**src/rtl/shiftr_pkg.sv**
```systemverilog
// Shared constants, width helpers and the snapshot layout handed to the back-end decoder.
// Snapshot bundle is packed {overflow, count, bits, therm}, MSB to LSB.
package shiftr_pkg;

   localparam int DEPTH_DEF       = 10;
   localparam int FRAME_LEN_DEF   = 16;
   localparam int SYNC_STAGES_DEF = 2;

   function automatic int clog2(input int value);
      int r;
      r = 0;
      for (int v = value - 1; v > 0; v = v >> 1) begin
         r = r + 1;
      end
      return r;
   endfunction

   function automatic int snap_w(input int depth);
      return 1 + clog2(depth + 1) + 2 * depth;
   endfunction

   typedef struct packed {
      logic                               overflow;
      logic [clog2(DEPTH_DEF + 1)-1:0]    count;
      logic [DEPTH_DEF-1:0]               bits;
      logic [DEPTH_DEF-1:0]               therm;
   } snap_t;

endpackage

```
**src/rtl/shiftr_sync.sv**
```systemverilog
// STAGES-deep flop chain bringing an asynchronous comparator output into the clock domain.
// Latency STAGES cycles; no flow control.
module shiftr_sync
   import shiftr_pkg::*;
#(
   parameter int STAGES = SYNC_STAGES_DEF
) (
   input  logic clock,
   input  logic res,
   input  logic d,
   output logic q
);

   logic [STAGES-1:0] stg;

   always_ff @(posedge clock) begin
      if (res) begin
         stg <= '0;
      end else begin
         stg <= {stg[STAGES-2:0], d};
      end
   end

   assign q = stg[STAGES-1];

endmodule

```
**src/rtl/shiftr_frame_tdc.sv**
```systemverilog
// Comparator event thermometer with per-frame snapshot; event acted on SYNC_STAGES+1 cycles after input change.
// No backpressure: en=0 pauses the frame and holds the comparator in reset.
module shiftr_frame_tdc
   import shiftr_pkg::*;
#(
   parameter int  DEPTH       = DEPTH_DEF,
   parameter int  FRAME_LEN   = FRAME_LEN_DEF,
   parameter int  SYNC_STAGES = SYNC_STAGES_DEF,
   localparam int CNT_W       = clog2(DEPTH + 1)
) (
   input  logic             clock,
   input  logic             res,
   input  logic             en,
   input  logic             outp,
   input  logic             outn,
   output logic [DEPTH-1:0] therm,
   output logic [DEPTH-1:0] bits,
   output logic [CNT_W-1:0] count,
   output logic             overflow,
   output logic             frame_done,
   output logic             creset
);

   localparam int               FC_W     = clog2(FRAME_LEN);
   localparam int               SNAP_W   = snap_w(DEPTH);
   localparam logic [CNT_W-1:0] CNT_FULL = CNT_W'(DEPTH);
   localparam logic [FC_W-1:0]  FC_LAST  = FC_W'(FRAME_LEN - 1);

   logic              p_s;
   logic              n_s;
   logic              valid_s;
   logic              valid_d;
   logic              full_d;
   logic              ev;
   logic              last;

   logic [DEPTH-1:0]  live_th;
   logic [DEPTH-1:0]  live_bits;
   logic [CNT_W-1:0]  live_cnt;
   logic              live_ovf;
   logic [FC_W-1:0]   fc;

   logic [DEPTH-1:0]  th_nx;
   logic [DEPTH-1:0]  bits_nx;
   logic [CNT_W-1:0]  cnt_nx;
   logic              ovf_nx;

   logic [SNAP_W-1:0] snap_q;
   logic [SNAP_W-1:0] snap_nx;

   shiftr_sync #(.STAGES(SYNC_STAGES)) u_sync_p (
      .clock (clock),
      .res   (res),
      .d     (outp),
      .q     (p_s)
   );

   shiftr_sync #(.STAGES(SYNC_STAGES)) u_sync_n (
      .clock (clock),
      .res   (res),
      .d     (outn),
      .q     (n_s)
   );

   assign valid_s = p_s ^ n_s;
   assign ev      = valid_s & ~valid_d & en;
   assign last    = (fc == FC_LAST) & en;

   // Next live state; the snapshot takes this so an event on the last cycle is kept.
   always_comb begin
      th_nx   = live_th;
      bits_nx = live_bits;
      cnt_nx  = live_cnt;
      ovf_nx  = live_ovf;
      if (ev) begin
         if (live_cnt == CNT_FULL) begin
            ovf_nx = 1'b1;
         end else begin
            th_nx   = {live_th[DEPTH-2:0], 1'b1};
            bits_nx = {live_bits[DEPTH-2:0], p_s};
            cnt_nx  = live_cnt + CNT_W'(1);
         end
      end
   end

   assign snap_nx = {ovf_nx, cnt_nx, bits_nx, th_nx};

   always_ff @(posedge clock) begin
      if (res) begin
         valid_d    <= 1'b0;
         full_d     <= 1'b0;
         frame_done <= 1'b0;
         fc         <= '0;
         live_th    <= '0;
         live_bits  <= '0;
         live_cnt   <= '0;
         live_ovf   <= 1'b0;
         snap_q     <= '0;
      end else begin
         valid_d    <= valid_s;
         full_d     <= (live_cnt == CNT_FULL);
         frame_done <= last;
         if (en) begin
            if (last) begin
               snap_q    <= snap_nx;
               fc        <= '0;
               live_th   <= '0;
               live_bits <= '0;
               live_cnt  <= '0;
               live_ovf  <= 1'b0;
            end else begin
               fc        <= fc + FC_W'(1);
               live_th   <= th_nx;
               live_bits <= bits_nx;
               live_cnt  <= cnt_nx;
               live_ovf  <= ovf_nx;
            end
         end
      end
   end

   assign {overflow, count, bits, therm} = snap_q;

   // Comparator stays in reset while a decision is pending, the thermometer is full or a frame is closing.
   assign creset = res | ~en | valid_d | full_d | frame_done;

endmodule
```
**config.mk**
```make
export PLATFORM = sky130hd
export DESIGN_NAME = shiftr_frame_tdc
export DESIGN_NICKNAME = d
export VERILOG_FILES = /design/src/rtl/shiftr_pkg.sv /design/src/rtl/shiftr_sync.sv /design/src/rtl/shiftr_frame_tdc.sv
export SDC_FILE = /design/constraint.sdc
export NUM_CORES = 1
export LEC_CHECK = 0
export BUFFER_PORTS_ARGS = -buffer_cell sky130_fd_sc_hd__buf_2
export CAP_MARGIN = 20
export CORE_MARGIN = 4
export CORE_UTILIZATION = 54
export CTS_BUF_LIST = sky130_fd_sc_hd__clkbuf_8
export DETAILED_ROUTE_END_ITERATION = 16
export GPL_ROUTABILITY_DRIVEN = 0
export PLACE_DENSITY = 0.75
export SYNTH_ARGS = -nofsm -noshare
export SYNTH_HDL_FRONTEND = slang
export SYNTH_SLANG_ARGS = --single-unit
```
**constraint.sdc**
```tcl
create_clock -name clock -period 2.93 [get_ports clock]
set_input_delay 0.586 -clock clock [delete_from_list [all_inputs] [get_ports clock]]
set_output_delay 0.586 -clock clock [all_outputs]
set_load 0.02 [all_outputs]
```
==> results of run 1 <==
==> where the power goes <==
part | switching (mW) | total [mW] | internal, mW
Combinational | 0.0373 | 0.0604 | 0.0231
Sequential | 0.00630 | 0.844 | 0.838
Clock | 0.295 | 0.659 | 0.364
==> layout by cell type, fill, tap and decap left out, drive strengths merged, types with 2 or more instances in the layout <==
cell	n
a311oi	2
nor2b	5
clkbuf	12
nand4	2
nand3	6
inv	4
nand2	4
xnor2	3
a211oi	22
dfxtp	61
ha	3
mux2i	20
buf	35
nor2	55
xor2	3
a21oi	2
nand3b	2
nand2b	2
==> path summary, 6_finish.rpt <==
kind | end | slack, ps | depth (start not counted)
max | snap_q[16]$_SDFFE_PP0P_ | 850 | 6
min | u_sync_p.stg[1]$_SDFF_PP0_ | 450 | 1
max reg2reg | snap_q[16]$_SDFFE_PP0P_ | 850 | 6
min reg2reg | u_sync_p.stg[1]$_SDFF_PP0_ | 450 | 1
==> per-layer routing <==
| layer | vias to the layer above | track usage (%) | share of wire, % |
|---|---|---|---|
| li1 | 825 | - | - |
| met1 | 727 | 19.81 | 48 |
| met2 | 33 | 25.48 | 44 |
| met3 | 11 | 6.787 | 5.5 |
| met4 | 0 | 7.992 | 2.2 |
| met5 | - | 0 | 0 |
==> state kept, by name, indices dropped and copies added (netlist names) <==
| register | cells |
|---|---|
| live_th | 10 |
| fc | 4 |
| u_sync_n.stg | 2 |
| live_ovf | 1 |
| snap_q | 25 |
| live_bits | 10 |
| live_cnt | 4 |
| valid_d | 1 |
| u_sync_p.stg | 2 |
| full_d | 1 |
| frame_done | 1 |
==> cells by family (layout without fill, tap and decap cells) <==
| group | Yosys count | count (layout) |
|---|---|---|
| adder cells (fa/ha/maj) | 3 | 3 |
| AND/OR/NAND/NOR | 83 | 83 |
| flip-flops | 61 | 61 |
| multiplexers | 21 | 21 |
| buffers and inverters | 17 | 52 |
| XOR/XNOR | 6 | 6 |
| AO/OA/AOI/OAI | 30 | 30 |
==> metrics by stage <==
step | std cells | utilization (%) | hold WS [ps]
floorplan | 221 | - | 413.8
global placement | 291 | 60.21 | 419.8
detailed placement | 291 | 60.21 | 439.8
CTS | 306 | 64.65 | 454.0
global route | 306 | 64.65 | 466.9
finish | 306 | 64.65 | 447.0
==> final cells by class <==
type / count / area, sq um / share of cell area (%)
multi-input cells: 143 / 932.1 / 36.04
clock inverters: 3 / 12.51 / 0.4838
repair buffers: 35 / 185.2 / 7.160
well taps: 50 / 62.56 / 2.419
flip-flops and latches: 61 / 1221 / 47.22
inverters: 2 / 7.507 / 0.2903
clock buffers: 12 / 165.2 / 6.386
==> synth_stat cells, drive strengths merged <==
cell type and count:
ha 3, and3b 1, mux2 1, nand2b 2
clkbuf 6, nor3 1, nand3 6, xnor2 3
nor2 55, a211oi 22, nor3b 1, nand3b 2
dfxtp 61, o41ai 1, nand4b 1, o21ba 1
inv 2, nand4 2, xor2 3, mux2i 20
nand2 4, and4 1, o31ai 1, o21ai 1
a21oi 2, nor2b 5, or4 1, buf 9
a311oi 2, or3 1
==> reports/metrics.csv, run 1 <==
metric,value,unit
status,"finished, final reports clean",
CP Launch Point,live_cnt[0]$_SDFFE_PP0P_,
Placed Area,2409,sq um
worst-case clock buffer depth,2,
hold_buf cts,0,
Slew Limit Fails,0,
die height,72.40,um
Synth top area share,54.53,%
Crit Path Category,reg2reg,
Core ar.,4000,sq um
Clock Sinks,61,
vias,1596,
initial antenna violation count,0,
Worst-Margin Slew,681.4,ps
final wirelength,3.833,mm
antenna-violating nets left,0,
r2r startpoint,live_cnt[0]$_SDFFE_PP0P_,
startpoint types,register,
Placement Setup Slack,672.0,ps
H-Tree Depth,3,
Worst EP required,3130,ps
yosys synthesis warning count,0,
P per Cell Area,604.5,nW/um^2
crit-path max FO,22,
Detail Placement HPWL,2.487,mm
final cell area excluding filler cells,2586,sq um
initial DRC count,105,
Cell variety after synth,36,
All-Layer GR Usage,16.46,%
xor and xnor area share after synthesis,2.682,%
Slew HR,54.52,%
PortBufs,31,
mapped cell area,2240,sq um
Yosys top cell by area,dfxtp_1,
CTS-repair resized insts,0,
Area Growth Syn to Fin,15.47,%
fill count,348,
Rows,23,
Max Clk Rate,0.4802,GHz
main combinational cell family by area after synthesis,simple AND/OR/NAND/NOR gates,
vias per inst,5.216,
Worst Skew,3.887,ps
Hold Fails Final Rpt,0,
max_cap viols,0,
"Seq/Total Area, Yosys",54.53,%
leakage,1.142,nW
total CTS buffers,9,
WP buf/inv,1,
die area,5242,sq um
clock slew at reported path FFs,60,ps
layout cells sized above 1,21.88,%
TritonCTS clock tree,built,
first-pass GRT wire length,6.644,mm
# setup viols final,0,
io pins,32,
Worst-Skew Late Latency,330,ps
Die X,72.40,um
Syn Inst Count,221,
Final WS setup,847.6,ps
vias in the first global route,1491,
CP max stage cell,nand3_2,
post-synthesis compound-gate area fraction,10.28,%
Setup crit end kind,register,
crit path DAT,2280,ps
Avg Inst Size Synth,10.13,sq um
largest net degree at the start of global routing,41,
min Tclk post-route,2082,ps
Overall Power,1.563,mW
wire length per cell,12.53,um
post-route DRC violation count,0,
first-pass iteration count of the detailed router,4,
total grt overflow,0,
Antenna Cells,0,
"CP delay by family, top",simple AND/OR/NAND/NOR gates,
NumNets Final,260,
"flops & latches, synth",61,
CTS root buf,clkbuf_8,
setup tns final,0,ps
"slowest stage delay, CP",560,ps
Synth Area in Adders,1.676,%
worst hold start,u_sync_p.stg[0]$_SDFF_PP0_,
crit share post-route,71.07,%
mux cell area share after synthesis,9.441,%
synth top area cells,"dfxtp_1 (55%), nor2_1 (9.2%), mux2i_1 (8.9%), a211oi_1 (7.4%), ha_1 (1.7%)",
post-CTS setup buffers,0,
post-synth net total,229,
Synth Area in Simple Gates,17.54,%
cells along the critical path,"inv_1, ha_1, nand3b_1, nand3_2, mux2i_1, a211oi_1",
unrepaired setup endpoints after global routing,no,
maximum VDD drop,0.0004672,V
Worst Hold Class,reg2reg,
Starting Density,55.99,%
No activity file was read; power rests on OpenSTA's default activity.
==> run 2, diff against run 1 <==
--- a/config.mk
+++ b/config.mk
@@ -8,11 +8,11 @@
 export BUFFER_PORTS_ARGS = -buffer_cell sky130_fd_sc_hd__buf_2
 export CAP_MARGIN = 20
 export CORE_MARGIN = 4
-export CORE_UTILIZATION = 54
+export CORE_UTILIZATION = 53
 export CTS_BUF_LIST = sky130_fd_sc_hd__clkbuf_8
 export DETAILED_ROUTE_END_ITERATION = 16
 export GPL_ROUTABILITY_DRIVEN = 0
-export PLACE_DENSITY = 0.75
+export PLACE_DENSITY = 0.77
 export SYNTH_ARGS = -nofsm -noshare
 export SYNTH_HDL_FRONTEND = slang
 export SYNTH_SLANG_ARGS = --single-unit
==> constraint.sdc (replaced) <==
create_clock -name clock -period 1.7 [get_ports clock]
set_input_delay 0.34 -clock clock [delete_from_list [all_inputs] [get_ports clock]]
set_output_delay 0.34 -clock clock [all_outputs]
set_load 0.02 [all_outputs]
==> reports/metrics.csv, run 2 (same netlist as run 1, synthesis figures left out) <==
metric,value,unit,change
Crit Path Category,reg2out,,
NumNets Final,265,,+1.9%
first-pass GRT wire length,6.851,mm,+3.1%
crit path DAT,1370,ps,-910 ps
Slew Limit Fails,0,,unchanged
Antenna Cells,0,,unchanged
failing checks,setup timing,,
FF-to-FF setup slack,140,ps,-710 ps
Die X,73.01,um,+0.84%
Worst Skew,5.306,ps,+1.418 ps
Int Pwr,2.393,mW,+95%
Reg2Reg Depth,7,,+1
largest reg by FF count,snap_q,,
PortBufs,31,,unchanged
most frequent cells in the layout,"dfxtp_1 (60), nor2_1 (55), buf_2 (30), a211oi_1 (22), mux2i_1 (20)",,
wire length per cell,13.29,um,+6.1%
CTS root buf,clkbuf_8,,
status,"finished, violations left",,
All-Layer GR Usage,17.00,%,+0.53 points
vias per inst,5.176,,-0.76%
antenna-violating nets left,0,,unchanged
Worst Hold Path EP,u_sync_p.stg[0]$_SDFF_PP0_,,
Psw,619.4,uW,+83%
TritonCTS clock tree,built,,
first-pass iteration count of the detailed router,4,,unchanged
Worst EP required,1360,ps,-1770 ps
Max Clk Rate,0.5855,GHz,
die height,73.01,um,+0.84%
Final WS setup,-7.814,ps,-855.4 ps
final wirelength,4.148,mm,+8.2%
largest net degree at the start of global routing,49,,+20%
min Tclk post-route,1708,ps,
"leading cell type in the layout, fill and taps excluded",dfxtp_1,,
Core ar.,4058,sq um,+1.4%
worst hold path depth,2,,+1
vias in the first global route,1537,,+3.1%
crit-path max FO,3,,-86%
leakage,1.205,nW,+5.5%
Slew HR,72.33,%,+18 points
layout cells sized above 1,25.19,%,+3.3 points
hold_buf cts,0,,unchanged
initial DRC count,72,,-31%
total grt overflow,0,,unchanged
RR Endpoint,snap_q[10]$_SDFFE_PP0P_,,
Worst-Margin Slew,415.0,ps,-266.3 ps
worst hold start,outp,,
clock slew at reported path FFs,60,ps,about the same
Hold Fails Final Rpt,0,,unchanged
crit share post-route,100.5,%,
startpoint types,register,,
unrepaired setup endpoints after global routing,yes,,
Detail Placement HPWL,2.534,mm,+1.9%
P per Cell Area,1104,nW/um^2,+83%
clock network power share,47.6,%,+5.5 points
Worst-Skew Late Latency,340,ps,about the same
Placement Setup Slack,107.3,ps,-564.8 ps
vias,1615,,+1.2%
io pins,32,,unchanged
Area Growth Syn to Fin,21.79,%,
H-Tree Depth,3,,unchanged
Starting Density,55.20,%,-0.79 points
worst-case clock buffer depth,2,,unchanged
Regs by FF count,"snap_q x25, live_bits x10, live_th x10",,
r2r startpoint,valid_d$_SDFF_PP0_,,
Setup crit end kind,primary output,,
combinational power share,4.1,%,+0.2 points
die area,5330,sq um,+1.7%
max_cap viols,0,,unchanged
Net Sw Frac,20.56,%,-1.1 points
max FFs per register,25,,unchanged
Clock Sinks,61,,unchanged
post-route DRC violation count,0,,unchanged
Worst Hold Class,in2reg,,
sequential power share,48.3,%,-5.7 points
# setup viols final,1,,+1
maximum VDD drop,0.0007334,V,+57%
Rows,23,,unchanged
total CTS buffers,9,,unchanged
initial antenna violation count,0,,unchanged
Overall Power,3.013,mW,+93%
## run 2: cell count changes in the layout (fill, tap and decap cells not counted), sizes merged
cell    delta
buf        +5
inv        -1
clkbuf     -1
clkinv     +1
bufinv     +2
## run 2: worst max path at each step
stage	cells past startpoint	start	end	slack [ps]
6_report	3	valid_d$_SDFF_PP0_	creset	-8
5_1_grt	3	valid_d$_SDFF_PP0_	creset	-60
4_1_cts	3	valid_d$_SDFF_PP0_	creset	-10
3_5_place_dp	7	live_cnt[0]$_SDFFE_PP0P_	snap_q[1]$_SDFFE_PP0P_	110
3_3_place_gp	4	en	creset	170
2_1_floorplan	7	live_cnt[0]$_SDFFE_PP0P_	snap_q[10]$_SDFFE_PP0P_	250
## run 2: layout make-up
| type | count | area, sq um |
|---|---|---|
| multi-input combinational | 143 | 943.4 |
| fill | 325 | 1330 |
| inverter | 2 | 7.507 |
| tap | 50 | 62.56 |
| timing repair buffer | 40 | 266.5 |
| sequential | 61 | 1222 |
| clock inverter | 5 | 73.82 |
| clock buffer | 11 | 151.4 |
## run 2: per-stage QoR
| step | instances | setup TNS [ps] | area, sq um | hold slack (ps) | util (%) |
|---|---|---|---|---|---|
| final | 312 | -7.814 | 2728 | 212.7 | 67.22 |
| after global routing | 312 | -62.07 | 2728 | 224.6 | 67.22 |
| after CTS | 310 | -9.774 | 2713 | 201.7 | 66.85 |
| after detailed placement | 293 | 0 | 2461 | 431.0 | 60.65 |
| after global placement | 293 | 0 | 2461 | 417.7 | 60.65 |
| after floorplan | 221 | 0 | 2240 | 413.8 | - |
## run 2: routing by layer
metal | GRT usage [%] | up-vias | part of all wire, %
li1 | - | 836 | -
met1 | 20.22 | 725 | 46
met2 | 26.42 | 44 | 47
met5 | 0 | - | 0
met4 | 10.45 | 0 | 1.9
met3 | 5.510 | 10 | 5.6
## run 2: power groups by stage
stage | registers (mW) | logic (mW) | clock network [mW]
2_1_floorplan | 1.48 | 0.0862 | 0
3_3_place_gp | 1.49 | 0.112 | 0
3_5_place_dp | 1.49 | 0.114 | 0
4_1_cts | 1.45 | 0.122 | 1.46
5_1_grt | 1.46 | 0.136 | 1.51
6_report | 1.46 | 0.124 | 1.43
## run 2: worst max-delay path, cell delays in order (launching register included)
cell and delay (ps):
dfxtp_2 320, nand2b_4 140, or4_4 430, buf_6 150
## run 2: timing repair
action                     CTS  global route
setup endpoints to repair    1             8
buffers inserted             1             2
resized for setup            5             0
==> run 3, diff against run 2 <==
--- a/config.mk
+++ b/config.mk
@@ -5,10 +5,11 @@
 export SDC_FILE = /design/constraint.sdc
 export NUM_CORES = 1
 export LEC_CHECK = 0
+export ABC_AREA = 1
 export BUFFER_PORTS_ARGS = -buffer_cell sky130_fd_sc_hd__buf_2
 export CAP_MARGIN = 20
 export CORE_MARGIN = 4
-export CORE_UTILIZATION = 53
+export CORE_UTILIZATION = 54
 export CTS_BUF_LIST = sky130_fd_sc_hd__clkbuf_8
 export DETAILED_ROUTE_END_ITERATION = 16
 export GPL_ROUTABILITY_DRIVEN = 0
==> reports/metrics.csv, run 3 <==
metric,value,unit,change
total CTS buffers,9,,unchanged
Max Clk Rate,0.6545,GHz,+12%
crit-path max FO,11,,+8
io pins,32,,unchanged
yosys synthesis warning count,0,,unchanged
Synth top area share,46.90,%,-7.6 points
"slowest stage delay, CP",390,ps,-40 ps
Cell variety after synth,25,,-31%
Post-synth top cells,"nand2_1 (80), dfxtp_1 (61), nand3_1 (44)",,
crit path DAT,1800,ps,+430 ps
Avg Inst Size Synth,7.703,sq um,-24%
initial antenna violation count,0,,unchanged
vias,2209,,+37%
die area,5997,sq um,+13%
total grt overflow,0,,unchanged
largest net degree at the start of global routing,26,,-47%
Crit Path Category,reg2reg,,
Multi-input gate area,1124,sq um,+19%
Worst EP required,1970,ps,+610 ps
layout cells sized above 1,22.40,%,-2.8 points
cells along the critical path,"inv_1, ha_1, nand3_4, nand3_4, nand2_1, nand3_1, nor2_1",,
Slew Limit Fails,0,,unchanged
vias in the first global route,2118,,+38%
TritonCTS clock tree,built,,
metal1 wirelength,2.403,mm,+27%
All-Layer GR Usage,19.00,%,+2.0 points
first-pass GRT wire length,9.114,mm,+33%
NumNets Final,379,,+43%
die height,77.44,um,+6.1%
maximum VDD drop,0.0007086,V,-3.4%
status,"finished, final reports clean",,
r2r startpoint,live_cnt[0]$_SDFFE_PP0P_,,
most frequent cells in the layout,"nand2_1 (80), dfxtp_1 (61), nand3_1 (44), inv_1 (39), nor2_1 (34)",,
Worst-Skew Late Latency,340,ps,about the same
Slew HR,76.95,%,+4.6 points
Worst Hold Class,in2reg,,
wire length on met3,238,um,+1.7%
Core ar.,4692,sq um,+16%
largest reg by FF count,snap_q,,
PortBufs,31,,unchanged
fill count,402,,+24%
WP buf/inv,1,,unchanged
uppermost layer routed,met4,,
Starting Density,55.49,%,+0.30 points
worst-case clock buffer depth,2,,unchanged
clock slew at reported path FFs,60,ps,about the same
share of flip-flops with an asynchronous set or reset,0,%,unchanged
Regs by FF count,"snap_q x25, live_bits x10, live_th x10",,
final core utilization,63.52,%,-3.7 points
wire length per cell,12.15,um,-8.6%
CP dominant cell by count,nand3_4,,
vias per inst,5.149,,-0.52%
"Seq/Total Area, Yosys",46.90,%,-7.6 points
# setup viols final,0,,-1
Hold Fails Final Rpt,0,,unchanged
Clock Sinks,61,,unchanged
final wirelength,5.214,mm,+26%
Worst Skew,6.124,ps,+0.8185 ps
"count leader, synth",nand2_1,,
CP max stage cell,dfxtp_1,,
startpoint types,register,,
initial DRC count,155,,+120%
max FFs per register,25,,unchanged
max_cap viols,0,,unchanged
Yosys top cell by area,dfxtp_1,,
CTS root buf,clkbuf_8,,
post-route DRC violation count,0,,unchanged
Placed Cells,413,,+41%
post-CTS setup buffers,0,,-1
setup tns final,0,ps,+7.814 ps
Worst-Margin Slew,344.6,ps,-70.44 ps
Worst Hold Path EP,fc[2]$_SDFFE_PP0P_,,
post-synth net total,346,,+51%
leakage,1.502,nW,+25%
Non-Filler Instances,429,,+38%
"CP delay by family, top",simple AND/OR/NAND/NOR gates,,
P per Cell Area,925.3,nW/um^2,-16%
crit share post-route,89.88,%,-11 points
"flops & latches, synth",61,,unchanged
mapped cell area,2604,sq um,+16%
ys flop type,dfxtp_1,,
RR Endpoint,live_cnt[0]$_SDFFE_PP0P_,,
Area Growth Syn to Fin,14.46,%,
register area,1221,sq um,-0.10%
worst hold start,res,,
Antenna Cells,0,,unchanged
Detail Placement HPWL,3.347,mm,+32%
Syn Inst Count,338,,+53%
synth top area cells,"dfxtp_1 (47%), nand2_1 (12%), nand3_1 (8.5%), nand4_1 (5.3%), inv_1 (5.2%)",,
FF-to-FF setup slack,170,ps,+30 ps
first-pass iteration count of the detailed router,4,,unchanged
"EDFF count, synth",0,,unchanged
worst hold path depth,2,,unchanged
Rows,25,,+8.7%
met2 routed WL,2.441,mm,+25%
Die X,77.44,um,+6.1%
Setup crit end kind,register,,
Overall Power,2.758,mW,-8.5%
antenna-violating nets left,0,,unchanged
min Tclk post-route,1528,ps,-179.9 ps
H-Tree Depth,3,,unchanged
Reg2Reg Depth,7,,unchanged
unrepaired setup endpoints after global routing,no,,
"leading cell type in the layout, fill and taps excluded",nand2_1,,
[run 3: cell types whose count changed after synthesis, moves of 21 or more]
cell,change
inv_1,+34
nand3_1,+40
a211oi_1,-22
nand2_1,+76
nor2_1,-21
[run 3: what timing repair did]
item                       in CTS  in global routing
setup endpoints to repair       0                 41
gates resized for setup         0                  2
hold buffers                    0                  0
[run 3: report_power, final]
| part | leakage (nW) | internal (mW) | switching, mW |
|---|---|---|---|
| Clock | 0.0957 | 0.538 | 0.504 |
| Sequential | 0.495 | 1.47 | 0.0166 |
| Combinational | 0.911 | 0.0757 | 0.155 |
| Total | 1.50 | 2.08 | 0.675 |
[run 3: cell families after synthesis]
logic type	count (synthesis)	share of synthesized area, %
compound gates	5	0.9605
fa+ha+maj	3	1.442
buf+inv	58	10.91
flops	61	46.90
simple gates	210	39.45
xor+xnor	1	0.3364
[run 3: worst max path at each step]
stage | endpoint | start | slack, ps | cells past startpoint
5_1_grt | live_cnt[0]$_SDFFE_PP0P_ | live_cnt[0]$_SDFFE_PP0P_ | 30 | 7
3_3_place_gp | live_cnt[0]$_SDFFE_PP0P_ | live_cnt[0]$_SDFFE_PP0P_ | 120 | 7
4_1_cts | live_cnt[0]$_SDFFE_PP0P_ | live_cnt[0]$_SDFFE_PP0P_ | 40 | 7
2_1_floorplan | live_bits[8]$_SDFFE_PP0P_ | live_cnt[0]$_SDFFE_PP0P_ | 390 | 7
6_report | live_cnt[0]$_SDFFE_PP0P_ | live_cnt[0]$_SDFFE_PP0P_ | 170 | 7
3_5_place_dp | live_bits[9]$_SDFFE_PP0P_ | live_cnt[0]$_SDFFE_PP0P_ | 60 | 7
[run 3: metal layers]
layer	global-route usage (%)	vias to the layer above
met2	30.31	51
met3	4.292	12
met1	22.93	1007
met5	0	-
li1	-	1139
met4	12.46	0
[run 3: metrics by stage]
step | cell area (sq um) | hold slack (ps) | setup slack [ps]
2_1_floorplan | 2604 | 388.3 | 393.0
3_5_place_dp | 2796 | 399.1 | 57.28
4_1_cts | 2955 | 189.7 | 35.38
6_report | 2980 | 192.8 | 172.1
3_3_place_gp | 2796 | 393.3 | 116.2
5_1_grt | 2980 | 202.2 | 30.06
[run 3: final cells by class]
type                    instances  share of cell area (%)
clock buffers                  10                   4.618
multi-input cells             220                   37.70
well taps                      54                   2.267
repair buffers                 40                   8.732
clock inverters                 5                  0.7137
inverters                      39                   4.996
flip-flops and latches         61                   40.97
